`src/rtl/game_ctrl.sv`:
```
// Game flow controller: title/start/play/dying/clear/over sequencing, lives,
// level timer, gated movement commands and mp3 track selection.
module game_ctrl #(
   parameter int unsigned START_LIVES = 3,
   parameter int unsigned LEVEL_TIME  = 400,
   parameter int unsigned DEATH_TICKS = 30,
   parameter int unsigned CLEAR_TICKS = 50
) (
   input  logic       clk,
   input  logic       rst,
   input  logic       tick,
   input  logic       key_state,
   input  logic [8:0] key_ascii,
   input  logic       mario_dead,
   input  logic       mario_goal,
   output logic       left,
   output logic       right,
   output logic       jump,
   output logic       world_rst,
   output logic [2:0] phase,
   output logic [1:0] lives,
   output logic [8:0] time_left,
   output logic [1:0] track,
   output logic       play
);

   localparam logic [2:0] ST_TITLE = 3'd0;
   localparam logic [2:0] ST_START = 3'd1;
   localparam logic [2:0] ST_PLAY  = 3'd2;
   localparam logic [2:0] ST_DYING = 3'd3;
   localparam logic [2:0] ST_CLEAR = 3'd4;
   localparam logic [2:0] ST_OVER  = 3'd5;

   localparam logic [1:0] LIVES_INIT = 2'(START_LIVES);
   localparam logic [8:0] TIME_INIT  = 9'(LEVEL_TIME);
   localparam logic [7:0] DEATH_N    = 8'(DEATH_TICKS);
   localparam logic [7:0] CLEAR_N    = 8'(CLEAR_TICKS);

   logic [2:0] state_q, state_d;
   logic [1:0] lives_q, lives_d;
   logic [8:0] time_q, time_d;
   logic [7:0] dwell_q, dwell_d;
   logic       key_prev_q, start_q;
   logic       left_q, right_q, jump_q;
   logic       left_d, right_d, jump_d;
   logic       s_key;
   logic [7:0] dwell_inc;

   assign s_key     = key_state && (key_ascii == 9'd83);
   assign dwell_inc = dwell_q + 8'd1;

   // State register and datapath registers.
   always_ff @(posedge clk) begin
      // The previous-key sample follows the key even in reset, so an S held
      // across reset release is seen as already pressed.
      key_prev_q <= s_key;
      if (rst) begin
         state_q <= ST_TITLE;
         lives_q <= LIVES_INIT;
         time_q  <= 9'd0;
         dwell_q <= 8'd0;
         start_q <= 1'b0;
         left_q  <= 1'b0;
         right_q <= 1'b0;
         jump_q  <= 1'b0;
      end else begin
         state_q <= state_d;
         lives_q <= lives_d;
         time_q  <= time_d;
         dwell_q <= dwell_d;
         start_q <= s_key && !key_prev_q;
         left_q  <= left_d;
         right_q <= right_d;
         jump_q  <= jump_d;
      end
   end

   // Next-state and datapath update.
   always_comb begin
      state_d = state_q;
      lives_d = lives_q;
      time_d  = time_q;
      dwell_d = dwell_q;
      case (state_q)
         ST_TITLE, ST_OVER: begin
            if (start_q) begin
               lives_d = LIVES_INIT;
               state_d = ST_START;
            end
         end
         ST_START: begin
            time_d  = TIME_INIT;
            dwell_d = 8'd0;
            state_d = ST_PLAY;
         end
         ST_PLAY: begin
            if (tick && (time_q != 9'd0)) time_d = time_q - 9'd1;
            if (mario_goal) begin
               state_d = ST_CLEAR;
               dwell_d = 8'd0;
            end else if (mario_dead || (time_q == 9'd0)) begin
               state_d = ST_DYING;
               dwell_d = 8'd0;
            end
         end
         ST_DYING: begin
            if (tick) begin
               dwell_d = dwell_inc;
               if (dwell_inc == DEATH_N) begin
                  lives_d = lives_q - 2'd1;
                  state_d = (lives_q == 2'd1) ? ST_OVER : ST_START;
               end
            end
         end
         ST_CLEAR: begin
            if (tick) begin
               dwell_d = dwell_inc;
               if (dwell_inc == CLEAR_N) state_d = ST_TITLE;
            end
         end
         default: state_d = ST_TITLE;
      endcase
   end

   // Movement is gated on the state being entered so it is never seen outside PLAY.
   always_comb begin
      left_d  = (state_d == ST_PLAY) && key_state && (key_ascii == 9'd65);
      right_d = (state_d == ST_PLAY) && key_state && (key_ascii == 9'd68);
      jump_d  = (state_d == ST_PLAY) && key_state && (key_ascii == 9'd87);
   end

   // Output decode from the registered state.
   always_comb begin
      world_rst = 1'b1;
      track     = 2'd0;
      play      = 1'b0;
      case (state_q)
         ST_TITLE: begin world_rst = 1'b1; track = 2'd0; play = 1'b0; end
         ST_START: begin world_rst = 1'b1; track = 2'd1; play = 1'b1; end
         ST_PLAY:  begin world_rst = 1'b0; track = 2'd1; play = 1'b1; end
         ST_DYING: begin world_rst = 1'b0; track = 2'd2; play = 1'b1; end
         ST_CLEAR: begin world_rst = 1'b0; track = 2'd3; play = 1'b1; end
         ST_OVER:  begin world_rst = 1'b1; track = 2'd2; play = 1'b1; end
         default:  begin world_rst = 1'b1; track = 2'd0; play = 1'b0; end
      endcase
   end

   assign phase     = state_q;
   assign lives     = lives_q;
   assign time_left = time_q;
   assign left      = left_q;
   assign right     = right_q;
   assign jump      = jump_q;

endmodule
```
`config.mk`:
```
export PLATFORM = sky130hd
export DESIGN_NAME = game_ctrl
export DESIGN_NICKNAME = d
export VERILOG_FILES = /design/src/rtl/game_ctrl.sv
export SDC_FILE = /design/constraint.sdc
export NUM_CORES = 1
export LEC_CHECK = 0
export CAP_MARGIN = 20
export CELL_PAD_IN_SITES_DETAIL_PLACEMENT = 0
export CELL_PAD_IN_SITES_GLOBAL_PLACEMENT = 1
export CORE_MARGIN = 2
export CORE_UTILIZATION = 39
export DETAILED_ROUTE_END_ITERATION = 8
export HOLD_SLACK_MARGIN = 0.05
export PLACE_DENSITY = 0.79
export SLEW_MARGIN = 20
export SYNTH_ARGS = -nofsm -noshare
export SYNTH_HDL_FRONTEND = slang
export SYNTH_SLANG_ARGS = --single-unit
```
`constraint.sdc`:
```
create_clock -name clk -period 5.62 [get_ports clk]
set_input_delay 1.124 -clock clk [delete_from_list [all_inputs] [get_ports clk]]
set_output_delay 1.124 -clock clk [all_outputs]
set_load 0.01 [all_outputs]
```
==> impl_metrics.tcl <==
set metrics [dict create \
    worstSetupEndpointType "output pin" \
    dp_hpwl_um 2889 \
    combPwrFrac 0.054 \
    m1WireLength_um 1922 \
    post-route-period-util 0.5788 \
    relSlewSlack 0.4605 \
    final.min_clock_period_ns 3.253 \
    cts_tree "built" \
    ys_types 48 \
    pin_count 36 \
    fin_util 0.5076 \
    die_y_um 69.23 \
    place_congestion 0.8057 \
    cts-root-buf "clkbuf_8" \
    rsz0062_at_grt "false" \
    rows 23 \
    grtUsageTotal 0.1688 \
    die_w_um 69.23 \
    final_cells 279 \
    wire_per_inst_um 14.16 \
    grt_overflow_total 0 \
    fin_setup_tns_ns 0 \
    yosysTopAreaCell "dfxtp_1" \
    core_region_area_mm2 0.004058 \
    filler_cell_count 369 \
    tightest_slew_ns 0.8067 \
    final_area_mm2 0.002059 \
    finalSetupViolations 0 \
    wl_met2_um 1888 \
    via_count 1535 \
    pwr-share-seq 0.598 \
    synthTopCellsByArea "dfxtp_1 (33%), a21oi_1 (4.8%), xor2_1 (4.8%)" \
    first_pass_iters 4 \
    cts_buffers 3 \
    layout.nets 250 \
    detail_route.wirelength_um 3952 \
    p_leak_nw 0.7296 \
    netlist.area_leader.share 0.3258 \
    antenna_left 0 \
    p_clk_frac 0.348 \
    max_cap_violations 0 \
    holdBufCountCts 0 \
    syn-num-nets 221 \
    p_int_mw 0.2511 \
    r2r_slack_ns 3.43 \
    placed_cell_area_mm2 0.002013 \
    synth.avg_cell_area_um2 8.254 \
    final-hold-violation-count 0 \
    whs_ns 0.3993 \
    htree_levels 1 \
    vias_per_cell 5.502 \
    finalClockSkew_ns 0.005029 \
    synth_seq_area_share 0.3258 \
    grt_pass1_vias 1512 \
    die-area_mm2 0.004792 \
    fin_ws_ns 2.367 \
    start_util 0.4089 \
    wl_met3_um 121 \
    cp.required_ns 4.50 \
    worstPathArrival_ns 2.13 \
    top_layer "met4" \
    finalMaxSlewViolations 0 \
    dp_slack_ns 2.176 \
    synth_area_mm2 0.001659 \
    hp-class "reg -> reg" \
    first_iter_violations 68 \
    grt_pass1_wl_um 6824 \
    final_common_cell "clkdlybuf4s50_1" \
    antenna_cells 0 \
    layout-drive-gt1-share 0.05240 \
    grt_max_degree 22 \
    syn2layout_area_growth_pct 24.13 \
    clk_latency_ns 0.27 \
    antenna_found_initial 0 \
    postSynth.asyncResetShare 0 \
    layout.cells.most_common_list "clkdlybuf4s50_1 (35), dfxtp_1 (27), nor2_1 (18)" \
    cts.repair.resized 0 \
    postCtsSetupRepairBufs 0 \
    switching_power_mw 0.06856 \
    drc 0 \
    total_power_mw 0.3197 \
    cp-start-kind "flip-flop" \
    ir_drop_mv 0.08978 \
    clk_path_buf_depth 2 \
    status "complete, no violations" \
    p_per_area_mw_per_mm2 155.2 \
    ys_ff_latch 27 \
    port_buffers 35 \
    path_clk_slew_ns 0.10 \
    synth_edf_count 0 \
    netlist_instances 201 \
    worstPathMaxFanout 18 \
    path_class "reg -> out" \
    switching_share 0.2144 \
    ys_warn_count 0 \
    dp_cells 275 \
    synth_flop_cell "dfxtp_1" \
    clock_sinks 27 \
    max_freq_mhz 307.4 \
]
-- flip-flops by register name (all words and copies together) (netlist names) --
signal	flops
time_left	9
dwell_q	8
jump	1
lives	2
left	1
right	1
start_q	1
phase	3
key_prev_q	1
-- worst max-delay path, stage by stage (launching register included) --
cell	delay, ns
dfxtp_1	0.71
or3b_1	0.45
o21ai_0	0.12
clkdlybuf4s50_1	0.57
-- per-layer routing --
layer | up-vias | global-route usage
met5 | - | 0
met4 | 0 | 0.03922
met3 | 2 | 0.02616
met2 | 28 | 0.2842
met1 | 718 | 0.2272
li1 | 787 | -
-- worst paths after layout --
| kind | from | to | cells past startpoint |
|---|---|---|---|
| max | phase[2] | track[0] | 3 |
| min | key_prev_q | start_q | 1 |
| max reg2reg | dwell_q[0] | lives[1] | 6 |
| min reg2reg | key_prev_q | start_q | 1 |
-- power by group through the flow --
stage	Sequential [mW]	Combinational (mW)	Clock, mW
floorplan	0.196	0.00461	0
global placement	0.196	0.0167	0
detailed placement	0.196	0.0172	0
CTS	0.191	0.0172	0.116
global route	0.191	0.0186	0.123
finish	0.191	0.0172	0.111
-- logic make-up (layout without fill, tap and decap cells) --
logic type,Yosys count,count (layout),share of synthesized area
DFF,27,27,0.3258
muxes,3,3,0.01810
AOI/OAI and AO/OA,46,46,0.1727
adders and majority gates,5,5,0.03771
and+or+nand+nor,92,92,0.3356
buffers and inverters,16,44,0.04675
xor gates and xnor gates,12,12,0.06335
-- layout make-up --
type / count / area [µm²] / area share
sequential: 27 / 540.5 / 0.2625
inverter: 5 / 18.77 / 0.009113
clock inverter: 1 / 5.005 / 0.002430
clock buffer: 3 / 41.29 / 0.02005
timing repair buffer: 35 / 350.3 / 0.1701
tap: 50 / 62.56 / 0.03038
multi-input combinational: 158 / 1041 / 0.5055
-- cells in the mapped netlist, types with 6 or more instances --
| master | number |
|---|---|
| dfxtp_1 | 27 |
| nor2_1 | 18 |
| a21oi_1 | 16 |
| nor3_1 | 13 |
| o21ai_0 | 12 |
| xor2_1 | 9 |
| nand2_1 | 8 |
| and3_1 | 7 |
| nand2b_1 | 7 |
| nand3_1 | 6 |
| nor3b_1 | 6 |
(Power assumes the default switching activity.)
